## src/rtl/axi4_rr_mux_2to1.sv

```systemverilog
// Two-requester AXI4 mux: independent round-robin AW/W and AR arbitration onto one master port.
// Bundle layout, MSB first: AW fields, awvalid, wdata, wstrb, wlast, wvalid, bready, AR fields, arvalid, rready.
module axi4_rr_mux_2to1 #(
  parameter int unsigned axi4_id_width_p   = 4,
  parameter int unsigned axi4_addr_width_p = 32,
  parameter int unsigned axi4_data_width_p = 32
) (
  input  logic clk_i,
  input  logic reset_i,
  input  logic [2*axi4_id_width_p+2*axi4_addr_width_p+axi4_data_width_p+axi4_data_width_p/8+64-1:0] s0_axi4_i,
  output logic [2*axi4_id_width_p+axi4_data_width_p+10-1:0]                                          s0_axi4_o,
  input  logic [2*axi4_id_width_p+2*axi4_addr_width_p+axi4_data_width_p+axi4_data_width_p/8+64-1:0] s1_axi4_i,
  output logic [2*axi4_id_width_p+axi4_data_width_p+10-1:0]                                          s1_axi4_o,
  output logic [2*axi4_id_width_p+2*axi4_addr_width_p+axi4_data_width_p+axi4_data_width_p/8+66-1:0] m_axi4_o,
  input  logic [2*axi4_id_width_p+axi4_data_width_p+12-1:0]                                          m_axi4_i
);

  localparam int unsigned id_lp   = axi4_id_width_p;
  localparam int unsigned addr_lp = axi4_addr_width_p;
  localparam int unsigned data_lp = axi4_data_width_p;
  localparam int unsigned strb_lp = axi4_data_width_p / 8;

  typedef struct packed {
    logic [id_lp-1:0]   id;
    logic [addr_lp-1:0] addr;
    logic [7:0]         len;
    logic [2:0]         size;
    logic [1:0]         burst;
    logic               lock;
    logic [3:0]         cache;
    logic [2:0]         prot;
    logic [3:0]         qos;
    logic [3:0]         region;
  } s_ax_t;

  typedef struct packed {
    logic [id_lp:0]     id;
    logic [addr_lp-1:0] addr;
    logic [7:0]         len;
    logic [2:0]         size;
    logic [1:0]         burst;
    logic               lock;
    logic [3:0]         cache;
    logic [2:0]         prot;
    logic [3:0]         qos;
    logic [3:0]         region;
  } m_ax_t;

  typedef struct packed {
    s_ax_t              aw;
    logic               awvalid;
    logic [data_lp-1:0] wdata;
    logic [strb_lp-1:0] wstrb;
    logic               wlast;
    logic               wvalid;
    logic               bready;
    s_ax_t              ar;
    logic               arvalid;
    logic               rready;
  } s_mosi_t;

  typedef struct packed {
    m_ax_t              aw;
    logic               awvalid;
    logic [data_lp-1:0] wdata;
    logic [strb_lp-1:0] wstrb;
    logic               wlast;
    logic               wvalid;
    logic               bready;
    m_ax_t              ar;
    logic               arvalid;
    logic               rready;
  } m_mosi_t;

  typedef struct packed {
    logic               awready;
    logic               wready;
    logic [id_lp-1:0]   bid;
    logic [1:0]         bresp;
    logic               bvalid;
    logic               arready;
    logic [id_lp-1:0]   rid;
    logic [data_lp-1:0] rdata;
    logic [1:0]         rresp;
    logic               rlast;
    logic               rvalid;
  } s_miso_t;

  typedef struct packed {
    logic               awready;
    logic               wready;
    logic [id_lp:0]     bid;
    logic [1:0]         bresp;
    logic               bvalid;
    logic               arready;
    logic [id_lp:0]     rid;
    logic [data_lp-1:0] rdata;
    logic [1:0]         rresp;
    logic               rlast;
    logic               rvalid;
  } m_miso_t;

  typedef enum logic {W_IDLE, W_BUSY} w_state_e;
  typedef enum logic {R_IDLE, R_BUSY} r_state_e;

  s_mosi_t s0, s1, w_src;
  s_miso_t s0_o, s1_o;
  m_mosi_t m_o;
  m_miso_t m_i;

  assign s0        = s0_axi4_i;
  assign s1        = s1_axi4_i;
  assign m_i       = m_axi4_i;
  assign s0_axi4_o = s0_o;
  assign s1_axi4_o = s1_o;
  assign m_axi4_o  = m_o;

  // Requester tag lands in the extra ID MSB; lock is never forwarded.
  function automatic m_ax_t widen(input logic tag, input s_ax_t ax);
    m_ax_t r;
    r      = {tag, ax};
    r.lock = 1'b0;
    return r;
  endfunction

  w_state_e w_state_q;
  r_state_e r_state_q;
  m_ax_t    aw_q, ar_q;
  logic     wptr_q, wsel_q, aw_pend_q, w_pend_q, rptr_q;

  logic aw_sel, aw_grant, ar_sel, ar_grant, w_act, w_done, aw_hs;

  // Pointer breaks ties only; a lone valid requester always wins.
  assign aw_sel   = (s0.awvalid & s1.awvalid) ? wptr_q : s1.awvalid;
  assign aw_grant = ~reset_i & (w_state_q == W_IDLE) & (s0.awvalid | s1.awvalid);
  assign ar_sel   = (s0.arvalid & s1.arvalid) ? rptr_q : s1.arvalid;
  assign ar_grant = ~reset_i & (r_state_q == R_IDLE) & (s0.arvalid | s1.arvalid);

  assign w_src  = wsel_q ? s1 : s0;
  assign w_act  = (w_state_q == W_BUSY) & w_pend_q;
  assign w_done = w_act & w_src.wvalid & m_i.wready & w_src.wlast;
  assign aw_hs  = (w_state_q == W_BUSY) & aw_pend_q & m_i.awready;

  always_ff @(posedge clk_i) begin
    if (reset_i) begin
      w_state_q <= W_IDLE;
      wptr_q    <= 1'b0;
      wsel_q    <= 1'b0;
      aw_q      <= '0;
      aw_pend_q <= 1'b0;
      w_pend_q  <= 1'b0;
    end else begin
      case (w_state_q)
        W_IDLE: if (aw_grant) begin
          aw_q      <= widen(aw_sel, aw_sel ? s1.aw : s0.aw);
          wsel_q    <= aw_sel;
          wptr_q    <= ~aw_sel;
          aw_pend_q <= 1'b1;
          w_pend_q  <= 1'b1;
          w_state_q <= W_BUSY;
        end
        W_BUSY: begin
          if (aw_hs)  aw_pend_q <= 1'b0;
          if (w_done) w_pend_q  <= 1'b0;
          if (!aw_pend_q && !w_pend_q) w_state_q <= W_IDLE;
        end
      endcase
    end
  end

  always_ff @(posedge clk_i) begin
    if (reset_i) begin
      r_state_q <= R_IDLE;
      rptr_q    <= 1'b0;
      ar_q      <= '0;
    end else begin
      case (r_state_q)
        R_IDLE: if (ar_grant) begin
          ar_q      <= widen(ar_sel, ar_sel ? s1.ar : s0.ar);
          rptr_q    <= ~ar_sel;
          r_state_q <= R_BUSY;
        end
        R_BUSY: if (m_i.arready) r_state_q <= R_IDLE;
      endcase
    end
  end

  always_comb begin
    m_o  = '0;
    s0_o = '0;
    s1_o = '0;

    m_o.aw      = aw_q;
    m_o.awvalid = (w_state_q == W_BUSY) & aw_pend_q;
    m_o.wdata   = w_src.wdata;
    m_o.wstrb   = w_src.wstrb;
    m_o.wlast   = w_src.wlast;
    m_o.wvalid  = w_act & w_src.wvalid;
    m_o.ar      = ar_q;
    m_o.arvalid = (r_state_q == R_BUSY);

    s0_o.awready = aw_grant & ~aw_sel;
    s1_o.awready = aw_grant & aw_sel;
    s0_o.wready  = w_act & ~wsel_q & m_i.wready;
    s1_o.wready  = w_act & wsel_q & m_i.wready;
    s0_o.arready = ar_grant & ~ar_sel;
    s1_o.arready = ar_grant & ar_sel;

    // Responses are steered purely on the ID tag bit; nothing is buffered.
    s0_o.bid    = m_i.bid[id_lp-1:0];
    s1_o.bid    = m_i.bid[id_lp-1:0];
    s0_o.bresp  = m_i.bresp;
    s1_o.bresp  = m_i.bresp;
    s0_o.bvalid = m_i.bvalid & ~m_i.bid[id_lp];
    s1_o.bvalid = m_i.bvalid & m_i.bid[id_lp];
    m_o.bready  = m_i.bid[id_lp] ? s1.bready : s0.bready;

    s0_o.rid    = m_i.rid[id_lp-1:0];
    s1_o.rid    = m_i.rid[id_lp-1:0];
    s0_o.rdata  = m_i.rdata;
    s1_o.rdata  = m_i.rdata;
    s0_o.rresp  = m_i.rresp;
    s1_o.rresp  = m_i.rresp;
    s0_o.rlast  = m_i.rlast;
    s1_o.rlast  = m_i.rlast;
    s0_o.rvalid = m_i.rvalid & ~m_i.rid[id_lp];
    s1_o.rvalid = m_i.rvalid & m_i.rid[id_lp];
    m_o.rready  = m_i.rid[id_lp] ? s1.rready : s0.rready;
  end

endmodule

```

## config.mk

```make
export PLATFORM = sky130hd
export DESIGN_NAME = axi4_rr_mux_2to1
export DESIGN_NICKNAME = d
export VERILOG_FILES = /design/src/rtl/axi4_rr_mux_2to1.sv
export SDC_FILE = /design/constraint.sdc
export NUM_CORES = 1
export LEC_CHECK = 0
export CAP_MARGIN = 10
export CORE_AREA = 2 2 259 261
export CTS_BUF_LIST = sky130_fd_sc_hd__clkbuf_2 sky130_fd_sc_hd__clkbuf_4 sky130_fd_sc_hd__clkbuf_8
export DETAILED_ROUTE_END_ITERATION = 7
export DIE_AREA = 0 0 261 263
export PLACE_DENSITY_LB_ADDON = 0.15
export RECOVER_POWER = 100
export SLEW_MARGIN = 20
export SYNTH_ARGS = -nofsm -noshare
export SYNTH_HDL_FRONTEND = slang
export SYNTH_SLANG_ARGS = --single-unit
```

## constraint.sdc

```tcl
create_clock -name clk_i -period 2.1 [get_ports clk_i]
set_clock_uncertainty 0.15 [all_clocks]
set_input_delay 0.315 -clock clk_i [delete_from_list [all_inputs] [get_ports clk_i]]
set_output_delay 0.315 -clock clk_i [all_outputs]
set_load 0.01 [all_outputs]
```

==> results of run 1 <==
[worst reg2reg max path: cells and delay by family (launching register included)]
kind | cells | cell delay [ps]
buffers and inverters | 9 | 1160
AOI/OAI and AO/OA | 2 | 270
and+or+nand+nor | 1 | 100
DFF | 1 | 320
[state kept, by name (all words and copies together) (netlist names)]
register and cells:
aw_pend_q 1, m_axi4_o 130, r_state_q 1, rptr_q 1, w_pend_q 1, w_state_q 1, wptr_q 1
[cell families (layout without fill, tap and decap cells)]
logic type             after synthesis  in the layout  share of synthesized area
other                                1              4                  0.0005220
multiplexers                        40             40                    0.06252
flip-flops                         136            136                     0.3790
AO/OA/AOI/OAI                      207            207                     0.2043
buffers and inverters              190            632                     0.1677
AND/OR/NAND/NOR                    218            218                     0.1860
[placed cells by master, fill, tap and decap left out, types with 8 or more instances in the layout]
master and count:
dfxtp_1 134, nand3_1 66, clkdlybuf4s50_1 370, a221o_1 64
clkbuf_8 18, mux2_4 30, buf_4 33, mux2_2 9
nor3b_1 64, buf_12 9, buf_2 8, nand4_1 64
a31oi_1 64, dlygate4sd3_1 107, buf_6 48, o21ai_0 18
o21ai_1 51
[stage by stage]
step | power, mW | worst slack (ps) | area (um^2) | setup TNS, ps | utilization
2_1_floorplan | 3.990 | 398.1 | 7188 | 0 | -
3_3_place_gp | 5.451 | -213.0 | 12830 | -9072 | 0.1955
3_5_place_dp | 5.434 | -226.6 | 12830 | -9022 | 0.1955
4_1_cts | 8.245 | -198.0 | 13670 | -4014 | 0.2083
5_1_grt | 8.374 | -148.3 | 13670 | -4560 | 0.2083
6_report | 7.942 | -47.56 | 13670 | -409.4 | 0.2083
[path summary, 6_finish.rpt]
| kind | slack (ps) | from | cells past startpoint | end |
|---|---|---|---|---|
| max | -50 | m_axi4_i[40] | 4 | s0_axi4_o[0] |
| min | 130 | s1_axi4_i[106] | 3 | m_axi4_o[173] |
| max reg2reg | 40 | w_state_q | 12 | wptr_q |
| min reg2reg | 330 | m_axi4_o[67] | 2 | m_axi4_o[67] |
[layer usage]
metal	routed length (um)	vias up	part of all wire
met4	802	4	0.019
met5	23	-	0.00055
li1	-	3787	-
met1	17170	3868	0.41
met2	18920	397	0.46
met3	4569	42	0.11
[layout make-up]
class,count,area (um^2),area share
Clock buffer,18,247.7,0.01813
Inverter,6,22.52,0.001648
Timing Repair Buffer,595,5987,0.4380
Antenna cell,2,5.005,0.0003662
Tap cell,864,1081,0.07909
Sequential cell,136,2728,0.1996
Clock inverter,13,170.2,0.01245
Multi-Input combinational cell,467,3427,0.2507
[repair_timing]
action	in CTS	in global routing
buffers inserted	20	4
cloned	3	0
pin swaps	1	3
gates resized for setup	275	11
endpoints found under the setup margin	49	41
[power by group through the flow]
| stage | logic (mW) | clock network [mW] | registers (mW) |
|---|---|---|---|
| 6_report | 2.52 | 2.52 | 2.90 |
| 5_1_grt | 2.69 | 2.75 | 2.93 |
| 4_1_cts | 2.63 | 2.70 | 2.92 |
| 3_5_place_dp | 2.47 | 0 | 2.97 |
| 3_3_place_gp | 2.48 | 0 | 2.97 |
| 2_1_floorplan | 0.947 | 0 | 3.04 |
==> run summary, run 1 <==
outcome: finished, violations left
failing checks: setup timing
Worst setup EP type: primary output
GR Util All Layers: 0.1173
RePlAce Congestion: 0.7960
fmax: 0.4656 GHz
syn_area_per_cell: 9.071 um^2
Synthesis Warnings: 0
global routing usage on met1: 0.1372
Worst Path Arrival: 1680 ps
clk_lat worst skew: 520 ps
Internal Power: 5.462 mW
grt total ovfl: 0
FILL cells: 7,195
vias in the first global route: 8,688
Synth Register Bits: 136
final HPWL from detailed placement: 29.80 mm
CTS tree: built
Leak: 4.983 nW
Setup crit start kind: primary input
CP Class: in2out
Worst Max-Slew Pin Slew: 761.0 ps
sequential area share after synthesis: 0.3790
Clk pwr share: 0.318
Port Buffers: 530
Ports: 672
TritonRoute pass-1 iters: 4
crit-path cells: dlygate4sd3_1 > buf_4 > nor2b_1 > clkdlybuf4s50_1
routed via count: 8,098
Flop pwr share: 0.366
hold_ws: 133.6 ps
Initial Util: 0.1095
distinct cell type count after synthesis: 32
CTS buffer count: 17
Hold Crit Class: in2reg
DP Cell Count: 2,042
combinational fraction of design power: 0.317
M3 GR Usage: 0.05777
Slew HR: 0.4927
CP Max Fanout: 2
Placeable Area: 65,630 um^2
PwrDens: 581.1 nW/um^2
Post-synth EDFFs: 0
Max-Cap Viols: 0
Worst path slowest cell: dlygate4sd3_1
CTS clk-pin slew, worst paths: 90 ps
fin crit share: 1.023
Final min period: 2148 ps
Top FF cell, synth: dfxtp_1
CP max stage delay: 570 ps
Die W: 261 um
busiest grt layer: met2
met2 Use GR: 0.1859
root buffer cell: clkbuf_8
RSZ-0062 raised after global routing: true
detailed router's first-iteration violation count: 372
Routed Antenna Nets: 0
Net Sw Frac: 0.3123
setup violators final: 23
count leader, synth: dfxtp_1
Max VDD drop: 0.3467 mV
Mapped Area: 7184 um^2
first-pass GRT wire length: 59.47 mm
switching pwr: 2.480 mW
final worst slack: -47.56 ps
vias per inst: 3.854
die area: 68,640 um^2
Final Hold Vio Count: 0
initial antenna violation count: 4
Cells after Synth: 792
die height: 263 um
Max Root-Sink Buffers: 2
WP buf/inv: 3
post-detailed-routing wire length: 41.49 mm
hold_buf cts: 0
largest net degree at the start of global routing: 66
Synth-to-Final Area Change: 90.25%
share of layout cells above drive strength 1: 0.1587
cell family with most CP delay: buffers and inverters
Clock Sinks: 136
FP Rows: 94
Final Non-Filler Cells: 2,101
synth top area cells: dfxtp_1, buf_4, a221o_1
Avg WL per Cell: 19.75 um
synth cell count leaders: dfxtp_1, buf_4, nand3_1
CP Data Required Time: 1630 ps
Layout Nets: 1,621
htree depth: 4
count of pins over their slew limit: 0
DRC violations left: 0
largest area contributor in the netlist: dfxtp_1
post-synth top area share: 0.3790
Post-synth ARST share: 0
Power figures use the tool's default switching activity.
==> run 2, diff against run 1 <==
- ABC_CLOCK_PERIOD_IN_PS: default -> 2100
- CTS_CLUSTER_DIAMETER: default -> 200
==> results of run 2 <==
Same layout as run 1: the final DEF is identical, and so are final timing and power.
